===== src/rtl/fp_result_fifo.sv =====
// rtl/fp_result_fifo.sv - first-word fall-through FIFO for FP ALU results with IEEE class tagging
module fp_result_fifo #(
  parameter int DEPTH = 4,
  parameter int WIDTH = 64
) (
  input  logic                     Clock,
  input  logic                     Reset,
  input  logic                     in_valid,
  input  logic [WIDTH-1:0]         in_data,
  output logic                     in_ready,
  output logic                     out_valid,
  output logic [WIDTH-1:0]         out_data,
  output logic [2:0]               out_class,
  input  logic                     out_ready,
  input  logic                     flush,
  output logic [$clog2(DEPTH):0]   count,
  output logic                     overflow
);

  localparam int AW = $clog2(DEPTH);
  localparam logic [AW:0] FULL_COUNT = (AW+1)'(DEPTH);

  logic [AW-1:0]    wr_ptr_q, wr_ptr_d;
  logic [AW-1:0]    rd_ptr_q, rd_ptr_d;
  logic [AW:0]      count_q, count_d;
  logic             overflow_q, overflow_d;
  logic [WIDTH-1:0] data_mem [DEPTH];
  logic [2:0]       class_mem [DEPTH];
  logic [2:0]       in_class;
  logic             full, push, pop;

  // Class is derived from the double-precision exponent/mantissa; sign is ignored.
  always_comb begin
    in_class = 3'b000;
    if (in_data[62:52] == 11'h000) begin
      in_class = (in_data[51:0] == '0) ? 3'b001 : 3'b010;
    end else if (in_data[62:52] == 11'h7FF) begin
      in_class = (in_data[51:0] == '0) ? 3'b011 : 3'b100;
    end
  end

  assign full      = (count_q == FULL_COUNT);
  assign in_ready  = !full;
  assign out_valid = (count_q != '0);
  assign push      = in_valid && !full;
  assign pop       = out_valid && out_ready;

  always_comb begin
    wr_ptr_d   = wr_ptr_q;
    rd_ptr_d   = rd_ptr_q;
    count_d    = count_q;
    overflow_d = overflow_q;
    if (flush) begin
      wr_ptr_d   = '0;
      rd_ptr_d   = '0;
      count_d    = '0;
      overflow_d = 1'b0;
    end else begin
      if (push) wr_ptr_d = wr_ptr_q + 1'b1;
      if (pop)  rd_ptr_d = rd_ptr_q + 1'b1;
      if (push && !pop)      count_d = count_q + 1'b1;
      else if (pop && !push) count_d = count_q - 1'b1;
      if (in_valid && full) overflow_d = 1'b1;
    end
  end

  always_ff @(posedge Clock or negedge Reset) begin
    if (!Reset) begin
      wr_ptr_q   <= '0;
      rd_ptr_q   <= '0;
      count_q    <= '0;
      overflow_q <= 1'b0;
    end else begin
      wr_ptr_q   <= wr_ptr_d;
      rd_ptr_q   <= rd_ptr_d;
      count_q    <= count_d;
      overflow_q <= overflow_d;
    end
  end

  // Storage is intentionally left uninitialised; out_data is meaningless while empty.
  always_ff @(posedge Clock) begin
    if (push && !flush) begin
      data_mem[wr_ptr_q]  <= in_data;
      class_mem[wr_ptr_q] <= in_class;
    end
  end

  assign out_data  = data_mem[rd_ptr_q];
  assign out_class = class_mem[rd_ptr_q];
  assign count     = count_q;
  assign overflow  = overflow_q;

endmodule

===== config.mk =====
export PLATFORM = sky130hd
export DESIGN_NAME = fp_result_fifo
export DESIGN_NICKNAME = d
export VERILOG_FILES = /design/src/rtl/fp_result_fifo.sv
export SDC_FILE = /design/constraint.sdc
export NUM_CORES = 1
export LEC_CHECK = 0
export ABC_AREA = 1
export BUFFER_PORTS_ARGS = -buffer_cell sky130_fd_sc_hd__buf_2
export CAP_MARGIN = 25
export CELL_PAD_IN_SITES_DETAIL_PLACEMENT = 0
export CELL_PAD_IN_SITES_GLOBAL_PLACEMENT = 1
export CORE_MARGIN = 4
export CORE_UTILIZATION = 50
export DETAILED_ROUTE_END_ITERATION = 10
export PLACE_DENSITY_LB_ADDON = 0.1
export SETUP_SLACK_MARGIN = 0.02
export SYNTH_ARGS = -nofsm -noshare
export SYNTH_HDL_FRONTEND = slang
export SYNTH_SLANG_ARGS = --single-unit

===== constraint.sdc =====
create_clock -name Clock -period 8.5 [get_ports Clock]
set_clock_uncertainty 0.15 [all_clocks]
set_input_delay 1.7 -clock Clock [delete_from_list [all_inputs] [get_ports Clock]]
set_output_delay 1.7 -clock Clock [all_outputs]
set_load 0.01 [all_outputs]

==> impl_metrics.ini <==
[power_and_ir_drop]
peakVddDrop_uv = 231
leakagePower_uw = 0.00443
p_per_area_nw_per_um2 = 272

[worst_setup_path]
path_max_fanout = 77
slowest_stage = buf_4
arrival_ns = 3.02
critPathBufInv = 3
criticalPathCategory = reg -> out
required_ns = 6.65
crit_path_max_incr_delay_ns = 0.70
startpoint_type = flip-flop
critPathTopFamily = buffers and inverters
crit_chain = inv_4, buf_4, o21ai_0, o22ai_1, buf_2
end_kind = output pin

[global_routing]
grt_use_total_pct = 19.1
grt_first_pass_wirelength_mm = 36.4
grt_pass1_vias = 6570
grt_max_degree = 97
grt_overflow = 0
grt_antenna_before_repair = 1

[clock_network]
clkTransAtPathRegs_ns = 0.06
ctsResizeCount = 0
clk_latency_ns = 0.51
clock-sinks = 276
post_cts_buffers = 0
cts_buffer_depth = 3
cts_buffers = 27
cts_root_buf = clkbuf_16
cts_tree = done
ctsHtreeMaxLevel = 1
holdBufCountCts = 0

[die]
dieWidth_um = 155
start_util_pct = 50.9
io_pins = 142
num_rows = 53
core_region_area_um2 = 21100
die_h_um = 155
fp.dieArea_um2 = 23900

[sta]
tightest_slew_ns = 1.01
slew_headroom_pct = 32.8
fmax_ghz = 0.205
finalSetupTns_ns = 0
setup-violations-final = 0
finalCritPeriodShare_pct = 57.3
min_period_ns = 4.87
hold_violations = 0
rsz0062_at_grt = no
drv_slew = 0

[layout]
nets = 991
drive_above_1_share_pct = 22.6
area_growth_syn_to_layout_pct = 17.1
fillers = 1694
fin_util_pct = 59.6
diodes = 0

[logic_synthesis]
ys_seq_elements = 276
ys_seq_area_share_pct = 76.8
syn_area_um2 = 10700
syn_avg_cell_area_um2 = 13.8
ys_warn_count = 0
ys_types = 30
synthCells = 780
syn_nets = 854

[placement]
io_buffers = 141
finalWeightedCongestion = 0.766
post-dp-hpwl_mm = 13.1

[drt]
totalWireLength_mm = 23.1
drt-pass1-iter-count = 5
dr_total_vias = 6606
wire_per_inst_um = 19.1
drt-vias-per-instance = 5.45
drtIter0Drc = 543
drcViolationCount = 0
ant_nets = 0

[run_status]
status = complete, no violations

[run]
drv_cap = 0

[min_path]
hp-class = reg -> reg
layout by cell type (no fill, tap or decap), drive strengths merged, types with 2 or more instances in the layout:
cell type,Yosys,routed
a21oi,3,3
buf,23,151
bufinv,0,2
clkbuf,20,38
clkinv,0,9
dfrtp,8,8
edfxtp,268,268
ha,4,4
inv,21,21
nand2,27,27
nand3,10,10
nand4,4,4
nor2,176,176
nor3,4,4
o21ai,138,138
o22ai,67,67
xor2,2,2
routing by layer:
layer  GRT usage [%]  wire [µm]
met2            32.3      11400
met3            3.36       1330
met1            26.7      10000
met4            3.57        325
met5               0         19
kinds of logic (layout without fill, tap and decap cells):
logic type,count (synthesis),in the layout,synth area share (%)
compound gates,208,208,10.5
fa+ha+maj,5,5,0.653
xor+xnor,2,2,0.163
simple gates,225,225,8.82
buf+inv,64,221,3.05
flops,276,276,76.8
stage by stage:
| stage | instance area, µm² | instances | power, µW | setup WS [ns] | hold WS, ns |
|---|---|---|---|---|---|
| final | 12600 | 1212 | 3420 | 3.63 | 0.383 |
| after global routing | 12600 | 1212 | 3590 | 3.38 | 0.400 |
| after CTS | 12500 | 1211 | 3450 | 3.58 | 0.379 |
| after detailed placement | 11700 | 1162 | 2300 | 4.14 | 0.363 |
| after global placement | 11600 | 1161 | 2280 | 4.17 | 0.357 |
| after floorplan | 10700 | 780 | 2050 | 3.03 | 0.392 |
report_power, final:
group / total, µW / internal, µW / switching, µW / leakage (µW)
clock network: 1160 / 693 / 465 / 0.000436
registers: 1610 / 1570 / 34.3 / 0.00254
logic: 653 / 215 / 438 / 0.00146
worst min-delay path, delay by kind of cell, from the launching register on:
| family | cells | cell delay (ns) |
|---|---|---|
| flops | 1 | 0.38 |
| buf+inv | 1 | 0.05 |
| compound gates | 1 | 0.06 |
synth_stat cells (all sizes together):
cell	count	area [µm²]
edfxtp	268	8050
nor2	176	663
o21ai	138	691
o22ai	67	419
nand2	27	140
buf	23	169
inv	21	83.8
clkbuf	20	75.1
nand3	10	72.6
dfrtp	8	200
ha	4	50.1
nand4	4	25.0
nor3	4	20.0
a21oi	3	15.0
xor2	2	17.5
and2	1	6.26
and3	1	6.26
fa	1	20.0
nand3b	1	7.51
or2	1	6.26
flip-flops by register name (all words and copies together), names as in the netlist:
| name | flops |
|---|---|
| class_mem | 12 |
| count | 3 |
| data_mem | 256 |
| overflow | 1 |
| rd_ptr_q | 2 |
| wr_ptr_q | 2 |
worst paths after layout:
check | startpoint | end | slack, ns | depth (start not counted)
max in group asynchronous | Reset | rd_ptr_q[0] | 7.13 | 1
min reg2reg | overflow | overflow | 0.38 | 2
min in group asynchronous | Reset | count[1] | 0.87 | 1
max | rd_ptr_q[0] | out_data[63] | 3.63 | 5
min | overflow | overflow | 0.38 | 2
max reg2reg | count[0] | data_mem[3][50] | 5.80 | 7
final cells by class:
| class | count | area [µm²] | share of cell area, % |
|---|---|---|---|
| inverters | 21 | 83.8 | 0.667 |
| clock inverters | 11 | 100 | 0.796 |
| clock buffers | 38 | 777 | 6.18 |
| multi-input cells | 440 | 2190 | 17.4 |
| repair buffers | 151 | 821 | 6.53 |
| well taps | 275 | 344 | 2.74 |
| flip-flops and latches | 276 | 8250 | 65.7 |
Note: power is estimated with default switching activity, not from simulation.
